File: config.mk
export PLATFORM = sky130hd
export DESIGN_NAME = hps_reset_req_gen
export DESIGN_NICKNAME = d
export VERILOG_FILES = /design/src/rtl/hps_reset_req_gen.sv
export SDC_FILE = /design/constraint.sdc
export NUM_CORES = 1
export LEC_CHECK = 0
export CAP_MARGIN = 20
export CORE_UTILIZATION = 45
export CTS_CLUSTER_DIAMETER = 50
export CTS_CLUSTER_SIZE = 20
export DETAILED_ROUTE_END_ITERATION = 6
export PLACE_DENSITY = 0.67
export RECOVER_POWER = 100
export SKIP_LAST_GASP = 1
export SLEW_MARGIN = 20
export SYNTH_ARGS = -nofsm -noshare
export SYNTH_HDL_FRONTEND = slang
export SYNTH_SLANG_ARGS = --single-unit
File: constraint.sdc
create_clock -name clk_clk -period 2.9 [get_ports clk_clk]
set_clock_uncertainty 0.05 [all_clocks]
set_input_delay 0.58 -clock clk_clk [delete_from_list [all_inputs] [get_ports clk_clk]]
set_output_delay 0.58 -clock clk_clk [all_outputs]
set_load 0.02 [all_outputs]
File: src/rtl/hps_reset_req_gen.sv
// Fabric-side HPS reset-request generator: debounced pushbutton gives warm (short)
// or cold (long) requests, dbg_req gives debug requests, each followed by a hold-off.
module hps_reset_req_gen #(
  parameter int DEBOUNCE_CYCLES   = 50000,
  parameter int LONG_PRESS_CYCLES = 100000000,
  parameter int PULSE_CYCLES      = 16,
  parameter int HOLDOFF_CYCLES    = 1000
) (
  input  logic       clk_clk,
  input  logic       reset_reset,
  input  logic       key_n,
  input  logic       dbg_req,
  input  logic       h2f_reset_n,
  output logic       f2h_warm_reset_req_n,
  output logic       f2h_cold_reset_req_n,
  output logic       f2h_debug_reset_req_n,
  output logic       busy,
  output logic [1:0] last_req
);

  localparam int DB_W = (DEBOUNCE_CYCLES   > 1) ? $clog2(DEBOUNCE_CYCLES)   : 1;
  localparam int LP_W = (LONG_PRESS_CYCLES > 1) ? $clog2(LONG_PRESS_CYCLES) : 1;
  localparam int PW_W = (PULSE_CYCLES      > 1) ? $clog2(PULSE_CYCLES)      : 1;
  localparam int HO_W = (HOLDOFF_CYCLES    > 1) ? $clog2(HOLDOFF_CYCLES)    : 1;

  // Press and hold-off leave their state on the edge where the counter reaches N-1,
  // so the comparison is made against N-2 on the value before that edge.
  localparam logic [DB_W-1:0] DB_LAST = DB_W'(DEBOUNCE_CYCLES - 1);
  localparam logic [LP_W-1:0] LP_LAST = LP_W'((LONG_PRESS_CYCLES > 1) ? LONG_PRESS_CYCLES - 2 : 0);
  localparam logic [PW_W-1:0] PW_LAST = PW_W'(PULSE_CYCLES - 1);
  localparam logic [HO_W-1:0] HO_LAST = HO_W'((HOLDOFF_CYCLES > 1) ? HOLDOFF_CYCLES - 2 : 0);

  localparam logic [1:0] REQ_NONE  = 2'b00;
  localparam logic [1:0] REQ_WARM  = 2'b01;
  localparam logic [1:0] REQ_COLD  = 2'b10;
  localparam logic [1:0] REQ_DEBUG = 2'b11;

  typedef enum logic [2:0] {
    REARM   = 3'd0,
    IDLE    = 3'd1,
    PRESSED = 3'd2,
    PULSE   = 3'd3,
    HOLDOFF = 3'd4
  } state_t;

  state_t            state_reg, state_next;
  logic [1:0]        kind_reg, kind_next;
  logic              key_meta_reg, key_sync_reg;
  logic              key_db_reg;
  logic [DB_W-1:0]   db_cnt_reg;
  logic [LP_W-1:0]   press_cnt_reg;
  logic [PW_W-1:0]   pulse_cnt_reg;
  logic [HO_W-1:0]   hold_cnt_reg;
  logic [2:0]        req_n_reg, req_n_next;
  logic              busy_reg, busy_next;
  logic [1:0]        last_req_reg, last_req_next;

  always_ff @(posedge clk_clk or posedge reset_reset) begin
    if (reset_reset) begin
      key_meta_reg <= 1'b1;
      key_sync_reg <= 1'b1;
    end else begin
      key_meta_reg <= key_n;
      key_sync_reg <= key_meta_reg;
    end
  end

  // key_db starts at "pressed" so the FSM must first see a clean release.
  always_ff @(posedge clk_clk or posedge reset_reset) begin
    if (reset_reset) begin
      key_db_reg <= 1'b0;
      db_cnt_reg <= '0;
    end else if (key_sync_reg == key_db_reg) begin
      db_cnt_reg <= '0;
    end else if (db_cnt_reg == DB_LAST) begin
      key_db_reg <= ~key_db_reg;
      db_cnt_reg <= '0;
    end else if (~&db_cnt_reg) begin
      db_cnt_reg <= db_cnt_reg + 1'b1;
    end
  end

  always_ff @(posedge clk_clk or posedge reset_reset) begin
    if (reset_reset) begin
      press_cnt_reg <= '0;
      pulse_cnt_reg <= '0;
      hold_cnt_reg  <= '0;
    end else begin
      if (state_reg != PRESSED)
        press_cnt_reg <= '0;
      else if (~&press_cnt_reg)
        press_cnt_reg <= press_cnt_reg + 1'b1;

      if (state_reg != PULSE)
        pulse_cnt_reg <= '0;
      else if (~&pulse_cnt_reg)
        pulse_cnt_reg <= pulse_cnt_reg + 1'b1;

      if (state_reg != HOLDOFF || !h2f_reset_n)
        hold_cnt_reg <= '0;
      else if (~&hold_cnt_reg)
        hold_cnt_reg <= hold_cnt_reg + 1'b1;
    end
  end

  always_ff @(posedge clk_clk or posedge reset_reset) begin
    if (reset_reset) begin
      state_reg    <= REARM;
      kind_reg     <= REQ_NONE;
      req_n_reg    <= '1;
      busy_reg     <= 1'b0;
      last_req_reg <= REQ_NONE;
    end else begin
      state_reg    <= state_next;
      kind_reg     <= kind_next;
      req_n_reg    <= req_n_next;
      busy_reg     <= busy_next;
      last_req_reg <= last_req_next;
    end
  end

  always_comb begin
    state_next = state_reg;
    kind_next  = kind_reg;
    case (state_reg)
      REARM: begin
        if (key_db_reg)
          state_next = IDLE;
      end
      IDLE: begin
        // A press in the same cycle as dbg_req takes priority; the strobe is lost.
        if (!key_db_reg) begin
          state_next = PRESSED;
        end else if (dbg_req) begin
          state_next = PULSE;
          kind_next  = REQ_DEBUG;
        end
      end
      PRESSED: begin
        if (key_db_reg) begin
          state_next = PULSE;
          kind_next  = REQ_WARM;
        end else if (press_cnt_reg >= LP_LAST) begin
          state_next = PULSE;
          kind_next  = REQ_COLD;
        end
      end
      PULSE: begin
        if (pulse_cnt_reg == PW_LAST)
          state_next = HOLDOFF;
      end
      HOLDOFF: begin
        if (h2f_reset_n && hold_cnt_reg >= HO_LAST)
          state_next = REARM;
      end
      default: begin
        state_next = REARM;
      end
    endcase
  end

  // Outputs are computed from the next state so they change on the same edge.
  always_comb begin
    busy_next     = (state_next != IDLE);
    last_req_next = last_req_reg;
    if (state_next == PULSE && state_reg != PULSE)
      last_req_next = kind_next;
  end

  generate
    for (genvar gi = 0; gi < 3; gi++) begin : g_req
      assign req_n_next[gi] = ~(state_next == PULSE && kind_next == 2'(gi + 1));
    end
  endgenerate

  assign f2h_warm_reset_req_n  = req_n_reg[0];
  assign f2h_cold_reset_req_n  = req_n_reg[1];
  assign f2h_debug_reset_req_n = req_n_reg[2];
  assign busy                  = busy_reg;
  assign last_req              = last_req_reg;

endmodule

==> impl_metrics.py <==
metrics = {
    "outcome": {
        "status": "complete, no violations",
    },
    "final_layout": {
        "antenna_cells": 0,
        "area_growth_pct": 11.2,
        "drive_above_1_share_pct": 6.93,
        "final_cell_area_um2": 4270,
        "mostFrequentLayoutCell": "dfrtp_1",
        "fin_util_pct": 51.7,
        "fillers": 792,
        "final_cell_mix": "dfrtp_1 (66), nor2_1 (47), nand2_1 (34)",
        "largest_reg_flops": 27,
        "nets": 439,
    },
    "sta": {
        "fin_tns_setup_ns": 0,
        "timing_hold_violations_final": 0,
        "relSlewSlack_pct": 6.37,
        "slew_viol_final": 0,
        "timing.final.ws_setup_ns": 0.522,
        "max_freq_mhz": 420,
        "tightestPinTransition_ns": 1.40,
        "period_minus_slack_ns": 2.38,
        "rsz0062_at_grt": "false",
        "period_share_pct": 82.0,
        "finalSetupViolations": 0,
    },
    "logic_synthesis": {
        "postSynthNetCount": 427,
        "synth_edf_count": 0,
        "synth_cell_types": 57,
        "synth_top_area_cell": "dfrtp_1",
        "synth.ff_latch_count": 71,
        "synthArstFlopShare_pct": 100,
        "synthTopCellsByArea": "dfrtp_1 (43%), nor2_1 (4.6%), a21oi_1 (3.6%)",
        "yosysSeqAreaShare_pct": 46.4,
        "synth_ff_type": "dfrtp_1",
        "ys.warnings.count": 0,
        "syn_area_um2": 3840,
        "synth.avg_cell_area_um2": 9.23,
        "synth_top_area_share_pct": 43.0,
        "syn_inst": 416,
    },
    "clocking": {
        "hold_buffers": 0,
        "cts_max_path_buffers": 2,
        "postCtsSetupRepairBufs": 0,
        "cts.sinks": 71,
        "clkTransAtPathRegs_ns": 0.08,
        "h-tree-depth": 3,
        "cts_tree": "done",
        "clkLatencyLatePin_ns": 0.34,
        "cts_made_buffers": 9,
        "cts_root_buf": "clkbuf_8",
        "cts_resized": 0,
    },
    "job": {
        "maxCapViolCount": 0,
    },
    "power": {
        "power_leakage_nw": 1.79,
        "power_mw": 2.10,
        "ir_drop_mv": 0.295,
        "power.density_nw_per_um2": 491,
    },
    "drt": {
        "dr.pass1.iters": 5,
        "num_vias": 3086,
        "drt_wl_total_mm": 7.88,
        "routedWlPerCell_um": 14.7,
        "ant_nets": 0,
        "via_per_inst": 5.74,
        "drc": 0,
        "drtIter0Drc": 155,
    },
    "placed_design": {
        "routabilityCongestion": 0.842,
        "dpl.hpwl_mm": 5.47,
        "placed_area_um2": 4050,
        "io_buffers": 10,
        "dpl_worst_slack_ns": 0.587,
    },
    "grt": {
        "first_global_vias": 2912,
        "antenna_found_initial": 0,
        "grt_use_total_pct": 19.6,
        "grt_pass1_wl_mm": 13.7,
        "grt.overflow.total": 0,
        "grt_max_degree": 47,
    },
    "worst_setup_path": {
        "critPathMaxStageDelay_ns": 0.73,
        "cp.arrival_ns": 2.59,
        "path_max_fanout": 13,
        "cp.required_ns": 3.11,
        "crit_chain": "nand4_1, or3_1, o311ai_2, o21ai_0, a21oi_1",
        "path_class": "flop to flop",
        "slowest_stage": "o311ai_2",
        "start_kind": "flop",
        "endpoint_kind": "flop",
    },
    "die": {
        "coreArea_um2": 8260,
        "start_util_pct": 46.5,
        "ios": 11,
        "die_area_um2": 8910,
        "die_w_um": 94.4,
        "rows": 33,
        "fp.dieH_um": 94.4,
    },
    "hold_path": {
        "hp-class": "flop to flop",
    },
}
-- critical path, delay by kind of cell, from the launching register on --
kind             cells  cell delay [ns]
AND/OR/NAND/NOR      2             0.73
flip-flops           1             0.43
AO/OA/AOI/OAI        3             1.10
-- power breakdown --
part / switching [mW] / total [mW] / internal (mW)
registers: 0.00498 / 1.00 / 0.995
logic: 0.0284 / 0.0386 / 0.0102
clock network: 0.400 / 1.06 / 0.661
-- cell usage after synthesis (all sizes together), types with 3 or more instances --
cell	number
inv	12
o21ai	26
xnor2	4
nand4	13
nor3	9
nor2b	5
a211oi	7
mux2i	4
and4	5
nor4	4
dfrtp	66
and2	3
or3	18
xor2	16
ha	6
o211ai	7
dfstp	5
a21oi	29
buf	4
clkbuf	11
nand3	21
nor2	47
o31ai	3
a31oi	7
nand2	34
and3	12
or4	6
o2111ai	3
-- cell families (layout without fill, tap and decap cells) --
| kind of cell | after synthesis | after routing | synth area share (%) |
|---|---|---|---|
| adders and majority gates | 6 | 6 | 1.95 |
| buffers and inverters | 27 | 44 | 2.83 |
| AOI/OAI and AO/OA | 102 | 102 | 17.7 |
| xor gates and xnor gates | 20 | 20 | 4.56 |
| muxes | 5 | 5 | 1.34 |
| and+or+nand+nor | 185 | 185 | 25.2 |
| DFF | 71 | 71 | 46.4 |
-- final timing paths --
path	slack, ns	startpoint	depth (start not counted)	to
min in group asynchronous	1.01	reset_reset	3	press_cnt_reg[4]$_DFFE_PP0P_
max in group asynchronous	0.86	reset_reset	3	press_cnt_reg[22]$_DFFE_PP0P_
worst min register to register	0.31	key_meta_reg$_DFF_PP1_	0	key_sync_reg$_DFF_PP1_
worst max-delay path	0.52	press_cnt_reg[13]$_DFFE_PP0P_	5	press_cnt_reg[23]$_DFFE_PP0P_
worst max register to register	0.52	press_cnt_reg[13]$_DFFE_PP0P_	5	press_cnt_reg[23]$_DFFE_PP0P_
worst min-delay path	0.31	key_meta_reg$_DFF_PP1_	0	key_sync_reg$_DFF_PP1_
-- area by class of cell --
class                           count  area [µm²]  share of cell area [%]
Multi-Input combinational cell    318        1910                    44.8
Tap cell                          105         131                    3.07
Timing Repair Buffer               16         131                    3.07
Clock buffer                        9         124                    2.90
Inverter                           12        45.0                    1.05
Sequential cell                    71        1780                    41.7
Clock inverter                      7         144                    3.37
-- stage by stage --
step / hold WS (ns) / std cells
after floorplan: 0.295 / 416
after global placement: 0.300 / 522
after detailed placement: 0.304 / 522
after CTS: 0.312 / 538
after global routing: 0.319 / 538
final: 0.311 / 538
-- per-layer routing --
| metal | global-route usage [%] | vias up | share of wire (%) |
|---|---|---|---|
| met5 | 0 | - | 0 |
| met4 | 6.41 | 0 | 1.3 |
| met3 | 3.38 | 12 | 2.2 |
| met2 | 28.6 | 34 | 44 |
| met1 | 29.2 | 1483 | 52 |
| li1 | - | 1557 | - |
Power figures use the tool's default switching activity.
